`config.mk`:
```
export PLATFORM = sky130hd
export DESIGN_NAME = stream_rr_arbiter
export DESIGN_NICKNAME = d
export VERILOG_FILES = /design/src/rtl/stream_rr_arbiter.sv
export SDC_FILE = /design/constraint.sdc
export NUM_CORES = 1
export LEC_CHECK = 0
export ABC_AREA = 1
export BUFFER_PORTS_ARGS = -buffer_cell sky130_fd_sc_hd__buf_2
export CELL_PAD_IN_SITES_DETAIL_PLACEMENT = 0
export CELL_PAD_IN_SITES_GLOBAL_PLACEMENT = 1
export CORE_UTILIZATION = 33
export CTS_BUF_LIST = sky130_fd_sc_hd__clkbuf_4
export CTS_CLUSTER_SIZE = 14
export DETAILED_ROUTE_END_ITERATION = 16
export PLACE_DENSITY_LB_ADDON = 0.25
export SYNTH_ARGS = -nofsm -noshare
export SYNTH_HDL_FRONTEND = slang
export SYNTH_SLANG_ARGS = --single-unit
export TNS_END_PERCENT = 1
```
`constraint.sdc`:
```
create_clock -name clk -period 4.7 [get_ports clk]
set_clock_uncertainty 0.15 [all_clocks]
set_input_delay 0.94 -clock clk [delete_from_list [all_inputs] [get_ports clk]]
set_output_delay 0.94 -clock clk [all_outputs]
set_load 0.02 [all_outputs]
```
`src/rtl/stream_rr_arbiter.sv`:
```
// Round-robin arbiter merging NREQ valid/ready streams into one registered output stream.
// Each grant passes up to BURST beats, then one IDLE cycle before the next search.
//
// state | meaning
// IDLE  | no owner; search upward from ptr for the next valid requester
// GRANT | grant_id owns the output until BURST beats or its ivalid drops
module stream_rr_arbiter #(
    parameter int STREAMW = 32,
    parameter int NREQ    = 4,
    parameter int BURST   = 8,
    localparam int GW     = $clog2(NREQ),
    localparam int CW     = $clog2(BURST + 1)
) (
    input  logic                    clk,
    input  logic                    rst,
    input  logic [NREQ*STREAMW-1:0] in_data,
    input  logic [NREQ-1:0]         ivalid,
    output logic [NREQ-1:0]         iready,
    input  logic                    oready,
    output logic                    ovalid,
    output logic [STREAMW-1:0]      out_data,
    output logic [GW-1:0]           grant_id,
    output logic                    busy
);

    typedef enum logic {IDLE, GRANT} state_t;

    state_t        state;
    logic [GW-1:0] ptr;
    logic [GW-1:0] sel;
    logic [GW-1:0] next_ptr;
    logic [CW-1:0] count;
    logic          accept;

    assign busy     = (state == GRANT);
    assign accept   = ivalid[grant_id] && iready[grant_id];
    assign next_ptr = (grant_id == GW'(NREQ - 1)) ? '0 : grant_id + 1'b1;

    always_comb begin
        iready = '0;
        if (state == GRANT && (!ovalid || oready))
            iready[grant_id] = 1'b1;
    end

    // Scan downward so the last hit is the first valid requester at or above ptr.
    always_comb begin
        sel = ptr;
        for (int k = NREQ - 1; k >= 0; k--) begin
            if (ivalid[(int'(ptr) + k) % NREQ])
                sel = GW'((int'(ptr) + k) % NREQ);
        end
    end

    always_ff @(posedge clk or negedge rst) begin
        if (!rst) begin
            state    <= IDLE;
            ptr      <= '0;
            count    <= '0;
            grant_id <= '0;
            ovalid   <= 1'b0;
            out_data <= '0;
        end else begin
            if (accept) begin
                out_data <= in_data[grant_id*STREAMW +: STREAMW];
                ovalid   <= 1'b1;
            end else if (oready) begin
                ovalid   <= 1'b0;
            end

            case (state)
                IDLE: begin
                    if (|ivalid) begin
                        grant_id <= sel;
                        count    <= '0;
                        state    <= GRANT;
                    end
                end
                GRANT: begin
                    if (accept) begin
                        count <= count + 1'b1;
                        if (count == CW'(BURST - 1)) begin
                            state <= IDLE;
                            ptr   <= next_ptr;
                        end
                    end else if (!ivalid[grant_id]) begin
                        state <= IDLE;
                        ptr   <= next_ptr;
                    end
                end
                default: state <= IDLE;
            endcase
        end
    end

endmodule

```
* Word level (Yosys, flattened, before mapping)
Cells that the tools add are included.
** Cells by class
- Add/subtract/negate cells :: 5
- Multipliers :: 0
- Div/mod/pow operators :: 0
- Magnitude comparators :: 6
- Eq/ne operators :: 6
- Shifts and indexed selects :: 1
- Muxes and demuxes :: 36
- Bitwise gates (word level) :: 4
- Reduce and logical (&&, ||, !) cells :: 13
** Operators by type and width (count)
- 128-bit by 8-bit variable part select with 32-bit output :: 1
- 1-bit 2-to-1 mux :: 16
- 2-bit 2-to-1 mux :: 8
- 1-bit binary-select mux with 2-bit select :: 6
- 3-bit by 4-bit < comparator with 1-bit output, second input constant :: 3
- 4-bit 2-to-1 mux :: 3
- 4-bit case mux with 2 select lines :: 1
- 2-bit by 3-bit < comparator with 1-bit output, second input constant :: 2
- 2-bit OR reduction :: 3
- 2-bit by 1-bit adder with 2-bit output, second input constant :: 2
- 2-bit adder, second input constant :: 2
- 4-bit by 1-bit adder with 4-bit output, second input constant :: 1
- 4-bit by 3-bit == test with 1-bit output, second input constant :: 1
- 2-bit by 1-bit inequality test with 1-bit output, second input constant :: 2
- 2-bit inequality test, second input constant :: 2
- 2-bit AND reduction :: 2
- 4-bit OR reduction :: 1
- 1-bit AND, first input constant :: 3
- 1-bit logical AND :: 3
- 3-bit AND reduction :: 1
- 1-bit demux with 2-bit select :: 1
- 2-bit == test, second input constant :: 1
- 2-bit by 1-bit >= comparator with 1-bit output, second input constant :: 1
- 1-bit case mux with 2 select lines :: 1
- 4 further kinds :: 4
** Storage, ports and cells
- Bits in registers :: 42
- Latch bits :: 0
- Bits in writable memories :: 0
- ROM bits :: 0
- Input port bits :: 135
- Output and inout bits :: 40
- Word-level logic and storage cells :: 77
- Memories kept :: 0

* Logic depth before layout (Yosys ltp)
Gate-level depths: netlist of the first run.
- Word-level depth :: 10
- Depth in mapped cells :: 12
- Depth with buffers taken out :: 11

* Least setup slack after synthesis of the first run
OpenSTA, ideal clock, no wires.
- Kind :: flip-flop to output port
- Start :: register grant_id[0]
- End :: output port iready[2]
- Arrival time :: 1491 ps
- Data required time :: 3610 ps
- Path slack :: 2119 ps
- Stages on the path, launching flop included :: 8
- Path buffers :: 3
- Path through :: dfrtp_1 > buf_6 > inv_4 > buf_4 > buf_4 > ha_1 > inv_1 > nor2_1
** On the way
- Word-level cells in the longest chain between the ends :: 5
- Elaborated cells on any way between the ends :: 6
- Classes of those cells :: order compare (2); mux (3); reduce/logical (1)
** RTL lines
- start: declaration :: line 22 : output logic [GW-1:0] grant_id,
- start signal: assignment :: line 73 : grant_id <= sel;
- 2-bit by 3-bit < comparator with 1-bit output (not written as such) / 2-bit by 1-bit >= comparator with 1-bit output (equally long branches) :: line 42 : iready[grant_id] = 1'b1;
- 1-bit logical AND (not written as such) :: line 42
- 1-bit 2-to-1 mux (not written as such) :: line 42
- 1-bit demux with 2-bit select * :: line 42
- 4-bit 2-to-1 mux * :: line 41 : if (state == GRANT && (!ovalid || oready))
- end: declaration :: line 18 : output logic [NREQ-1:0] iready,
Mark *: on every way between the ends. The rest lies on a longest branch, timed or not.

* Worst setup path after layout of the first run
- Start :: register grant_id[1]
- End :: output port iready[1]
Same word-level chain as after synthesis.

==> results.py, run 1 <==
metrics = {
    "run_status": {
        "status": "completed",
    },
    "clock_network": {
        "path_clk_slew_ns": 0.12,
        "hold_buffers": 0,
        "cts_setup_buffers": 0,
        "cts.sinks": 42,
        "tritoncts": "built",
        "cts_resized": 0,
        "cts.path.max_buffers": 2,
        "cts-root-buf": "clkbuf_4",
        "cts_buffers": 5,
        "clk_latency_ns": 0.34,
        "cts_max_level": 2,
    },
    "synth": {
        "synthesis.instances": 442,
        "synth_cell_types": 25,
        "syn_avg_cell_area_sq_um": 7.08,
        "synth_top_area_share_pct": 33.6,
        "synth_nets": 582,
        "yosys_warnings": 0,
        "ys_seq_area_share_pct": 33.6,
        "syn_area_sq_um": 3130,
        "synth_area_leader_cell": "dfrtp_1",
        "synth_seq_cells": 42,
        "synth_area_leaders": "dfrtp_1 34%, o21ai_0 11%, o21ai_2 9.8%, nor2_1 8.6%, nand2_1 8.3%",
    },
    "placement": {
        "dp_hpwl_um": 6780,
        "placedInstanceArea_sq_um": 3940,
        "portBuffers": 174,
        "place.gp.congestion": 0.830,
        "dp_slack_ns": 1.43,
    },
    "grt": {
        "grt_pass1_wl_um": 15000,
        "grt_pass1_vias": 3293,
        "antenna_found_initial": 0,
        "grt_max_degree": 74,
        "track_usage_pct": 18.8,
        "overflow": 0,
    },
    "sta": {
        "final.min_clock_period_ns": 3.30,
        "timing.final.crit_share_pct": 70.2,
        "fin_ws_ns": 1.40,
        "rsz0062_at_grt": "no",
        "final-max-slew-violation-count": 0,
        "fmax_ghz": 0.303,
        "worst_slew_pin_slew_ns": 0.976,
        "timing.final.setup_violations": 0,
        "hold_viol": 0,
        "relSlewSlack_pct": 34.9,
        "tns_ns": 0,
    },
    "die": {
        "die-area_sq_um": 9880,
        "num_rows": 35,
        "start_util_pct": 34.0,
        "fp.dieW_um": 99.4,
        "pin_count": 175,
        "core_sq_um": 9200,
        "die_h_um": 99.4,
    },
    "finish": {
        "areaGrowthSynthToFinish_pct": 27.6,
        "design_area_sq_um": 3990,
        "drive_above_1_share_pct": 38.6,
        "nNetsFinal": 733,
        "antennaDiodeCount": 0,
    },
    "power": {
        "p_leak_nw": 2.18,
        "power_density_nw_per_um2": 664,
        "power_w": 0.00265,
        "ir_worst_vdd_mv": 0.234,
    },
    "critical_path": {
        "required_ns": 3.61,
        "cp-startpoint": "grant_id[1]",
        "critPathMaxFanout": 36,
        "crit_path_end": "iready[1]",
        "r2r-start": "grant_id[1]",
        "cp-start-kind": "register",
        "regToRegSetupSlack_ns": 1.43,
        "cp-end-kind": "primary output",
        "reg2reg_depth": 7,
        "worst_ep_arrival_time_ns": 2.21,
        "r2r_end": "count[1]",
        "path_class": "register to primary output",
    },
    "routing": {
        "routed.top_layer": "met4",
        "drc": 0,
        "met2WireLength_um": 4400,
        "met3_length_um": 630,
        "antenna_left": 0,
        "avgRoutedWirePerCell_um": 13.0,
        "postRouteWirelength_um": 9180,
        "vias_per_cell": 4.78,
        "vias": 3373,
        "first_pass_iters": 6,
        "dr.first_iter.drc_count": 137,
        "met1Wirelength_um": 3970,
    },
    "flow_run": {
        "max_cap_violations": 0,
    },
    "hold_path": {
        "hold_class": "register to register",
    },
}
==> sequential cells by signal (all words and copies together) (netlist names) <==
register  count
out_data     32
ovalid        1
busy          1
ptr           2
grant_id      2
count         4
==> synthesized netlist by cell type <==
master,instances
xnor2_1,1
clkbuf_1,8
inv_1,49
dfrtp_1,42
o22ai_4,1
xor2_1,1
nand2_1,69
o21ai_2,35
a31oi_1,1
inv_4,1
buf_4,6
o22ai_1,32
o21ai_0,67
nand2_2,5
ha_1,5
nand3_4,1
buf_6,8
inv_2,1
nand4_1,5
a21oi_1,1
nand3_1,18
nor2_1,72
o21ai_1,2
buf_2,10
nor2_2,1
==> metal layers <==
metal	GRT usage, %	vias to the layer above
met2	33.8	128
li1	-	1756
met5	0	-
met1	22.7	1476
met3	4.01	13
met4	5.32	0
==> cells by family (layout without fill, tap and decap cells) <==
family	count (synthesis)	after routing	share of synthesized area [%]
AOI/OAI and AO/OA	139	139	28.2
xor gates and xnor gates	2	2	0.560
DFF	42	42	33.6
adders and majority gates	5	5	2.00
buffers and inverters	83	235	13.1
and+or+nand+nor	171	171	22.6
==> worst max-delay path, stage by stage (launching register included) <==
cell and delay (ns):
dfrtp_1 0.80, inv_2 0.47, ha_1 0.34, inv_1 0.07, nor2_1 0.04, buf_2 0.15
==> worst min path at each step <==
stage | cells after the start | endpoint | from
detailed placement | 2 | out_data[31] | out_data[31]
floorplan | 1 | count[0] | count[0]
finish | 2 | out_data[31] | out_data[31]
global route | 2 | out_data[30] | out_data[30]
CTS | 2 | out_data[31] | out_data[31]
global placement | 2 | out_data[16] | out_data[16]
==> report_power, final <==
| group | switching, W | total, W | internal, W |
|---|---|---|---|
| Sequential | 0.000176 | 0.000703 | 0.000527 |
| Clock | 0.000113 | 0.000175 | 0.0000622 |
| Combinational | 0.00116 | 0.00178 | 0.000617 |
==> per-stage QoR <==
stage          cells  hold slack (ns)  utilization, %
2_1_floorplan    442            0.333               -
6_report         705            0.337            43.4
3_5_place_dp     697            0.313            42.8
4_1_cts          705            0.343            43.4
3_3_place_gp     697            0.310            42.8
5_1_grt          705            0.365            43.4
==> cell type report <==
class | count | area, sq um
Fill cell | 1030 | 5200
Clock buffer | 6 | 45.0
Timing Repair Buffer | 176 | 886
Inverter | 51 | 194
Multi-Input combinational cell | 317 | 1670
Sequential cell | 42 | 1050
Clock inverter | 2 | 8.76
Tap cell | 111 | 139
==> placed cells by master, fill, tap and decap left out <==
| master | instances |
|---|---|
| nor2_2 | 1 |
| buf_2 | 174 |
| inv_1 | 49 |
| dfrtp_2 | 1 |
| xor2_1 | 1 |
| nand2_1 | 69 |
| o22ai_1 | 32 |
| nand3_4 | 1 |
| a31oi_1 | 1 |
| nand2_2 | 5 |
| dfrtp_1 | 41 |
| o21ai_0 | 67 |
| nand3_1 | 18 |
| o22ai_4 | 1 |
| inv_2 | 1 |
| clkinv_2 | 1 |
| ha_1 | 5 |
| inv_4 | 1 |
| o21ai_1 | 2 |
| buf_4 | 2 |
| nand4_1 | 5 |
| xnor2_1 | 1 |
| a21oi_1 | 1 |
| clkbuf_4 | 6 |
| nor2_1 | 72 |
| o21ai_2 | 35 |
| clkinv_1 | 1 |
(Power assumes the default switching activity.)
==> inputs of run 2 (changes only) <==
--- a/config.mk
+++ b/config.mk
@@ -9,7 +9,7 @@
 export BUFFER_PORTS_ARGS = -buffer_cell sky130_fd_sc_hd__buf_2
 export CELL_PAD_IN_SITES_DETAIL_PLACEMENT = 0
 export CELL_PAD_IN_SITES_GLOBAL_PLACEMENT = 1
-export CORE_UTILIZATION = 33
+export CORE_UTILIZATION = 28
 export CTS_BUF_LIST = sky130_fd_sc_hd__clkbuf_4
 export CTS_CLUSTER_SIZE = 14
 export DETAILED_ROUTE_END_ITERATION = 16
==> constraint.sdc (replaced) <==
create_clock -name clk -period 2.8 [get_ports clk]
set_clock_uncertainty 0.15 [all_clocks]
set_input_delay 0.56 -clock clk [delete_from_list [all_inputs] [get_ports clk]]
set_output_delay 0.56 -clock clk [all_outputs]
set_load 0.02 [all_outputs]
==> results.py, run 2 (synthesis gave the netlist of run 1 again) <==
metrics = {
    "finish": {
        "drive_above_1_share_pct": 39.3,
        "fillCellCount": 1176,
        "layout_commonest_cell": "buf_2",
        "largest_reg_flops": 32,
        "nNetsFinal": 740,
        "registers.top_by_ff_count": "out_data",
        "antennaDiodeCount": 0,
        "reg.largest.list": "out_data x32, count x4",
        "areaGrowthSynthToFinish_pct": 32.4,
        "layout_common_cells": "174 x buf_2, 72 x nor2_1, 69 x nand2_1, 67 x o21ai_0, 49 x inv_1",
    },
    "power": {
        "p_int_w": 0.00227,
        "clockPowerShare_pct": 10.1,
        "power_switching_w": 0.00249,
        "ir_worst_vdd_mv": 0.406,
        "p_leak_nw": 2.24,
        "p_sw_share_pct": 52.3,
        "power_density_nw_per_um2": 1150,
        "p_comb_share_pct": 66.9,
        "seqPwrFrac_pct": 23.0,
        "power_w": 0.00477,
    },
    "grt": {
        "grt_use_met1_pct": 21.0,
        "track_usage_pct": 17.1,
        "busiest_layer": "met2",
        "grtUsageMet3_pct": 4.18,
        "overflow": 0,
        "antenna_found_initial": 0,
        "grt_pass1_vias": 3309,
        "grt_use_met2_pct": 30.0,
        "grt_max_degree": 43,
        "grt_pass1_wl_um": 15700,
    },
    "sta": {
        "timing.final.crit_share_pct": 84.8,
        "worst_slew_pin_slew_ns": 0.989,
        "tns_ns": 0,
        "hold_viol": 0,
        "relSlewSlack_pct": 34.1,
        "final.min_clock_period_ns": 2.37,
        "final-max-slew-violation-count": 0,
        "whs_ns": 0.214,
        "rsz0062_at_grt": "no",
        "timing.final.setup_violations": 0,
        "fmax_ghz": 0.421,
    },
    "die": {
        "die_h_um": 108,
        "die-area_sq_um": 11600,
        "core_sq_um": 10800,
        "start_util_pct": 28.9,
        "pin_count": 175,
        "fp.dieW_um": 108,
        "num_rows": 38,
    },
    "clock_network": {
        "path_clk_slew_ns": 0.13,
        "cts_max_level": 2,
        "tritoncts": "built",
        "clk_latency_ns": 0.34,
        "cts_resized": 0,
        "cts-root-buf": "clkbuf_4",
        "hold_buffers": 0,
        "cts.sinks": 42,
        "cts_buffers": 5,
        "cts.path.max_buffers": 2,
        "cts_setup_buffers": 0,
    },
    "critical_path": {
        "path_class": "register to primary output",
        "cp-start-kind": "register",
        "required_ns": 2.09,
        "r2r_end": "out_data[13]",
        "regToRegSetupSlack_ns": 0.59,
        "critPathMaxFanout": 28,
        "slowest_delay_ns": 0.46,
        "r2r-start": "grant_id[0]",
        "slowest_stage": "dfrtp_2",
        "worst_ep_arrival_time_ns": 1.66,
        "critPathTopFamily": "buffers and inverters",
        "reg2reg_depth": 8,
        "cp_cell_sequence": "buf_4 > ha_1 > inv_1 > nor2_1 > buf_2",
        "cp-end-kind": "primary output",
        "crit_buf_inv": 3,
    },
    "routing": {
        "vias": 3453,
        "antenna_left": 0,
        "drc": 0,
        "first_pass_iters": 4,
        "avgRoutedWirePerCell_um": 12.9,
        "vias_per_cell": 4.66,
        "dr.first_iter.drc_count": 156,
        "postRouteWirelength_um": 9580,
    },
    "placement": {
        "portBuffers": 174,
        "place.gp.congestion": 0.809,
        "dp_hpwl_um": 7410,
    },
    "hold_path": {
        "hold_class": "input pin to async pin",
    },
    "run_status": {
        "status": "completed",
    },
    "flow_run": {
        "max_cap_violations": 0,
    },
}
[run 2: cell count changes in the layout (fill, tap and decap cells not counted), sizes merged]
cell,before,now
buf,176,183
bufinv,0,2
clkbuf,6,5
clkinv,2,1
[run 2: final cells by class]
class	instances	area (sq um)	area share (%)
Clock buffer	5	37.5	0.906
Clock inverter	3	63.8	1.54
Inverter	51	194	4.68
Multi-Input combinational cell	317	1670	40.3
Sequential cell	42	1050	25.4
Tap cell	140	175	4.23
Timing Repair Buffer	183	951	23.0
[run 2: power by group through the flow]
| stage | combinational, W | sequential (W) | clock, W |
|---|---|---|---|
| 5_1_grt | 0.00360 | 0.00115 | 0.000527 |
| 6_report | 0.00319 | 0.00110 | 0.000481 |
| 2_1_floorplan | 0.00227 | 0.00134 | 0 |
| 4_1_cts | 0.00325 | 0.00110 | 0.000499 |
| 3_3_place_gp | 0.00320 | 0.00110 | 0 |
| 3_5_place_dp | 0.00323 | 0.00111 | 0 |
[run 2: metal layers]
metal  up-vias  routed length (um)
met5         -                   0
met4         0                 110
met3         8                 705
met2       126                4430
met1      1549                4330
li1       1770                   -
[run 2: worst max-delay path by stage]
stage,endpoint,start,cells past startpoint,slack (ns)
floorplan,iready[2],grant_id[0],7,0.60
global placement,out_data[14],grant_id[0],8,0.66
detailed placement,out_data[13],grant_id[0],8,0.62
CTS,iready[3],grant_id[0],5,0.40
global route,iready[3],grant_id[0],5,0.27
finish,iready[3],grant_id[0],5,0.43
[run 2: through the flow]
step	util [%]	setup WS, ns	std cells	area (sq um)
after CTS	38.2	0.401	741	4140
after detailed placement	37.3	0.616	733	4040
after global placement	37.3	0.659	733	4040
final	38.2	0.425	741	4140
after floorplan	-	0.599	442	3130
after global routing	38.2	0.275	741	4140
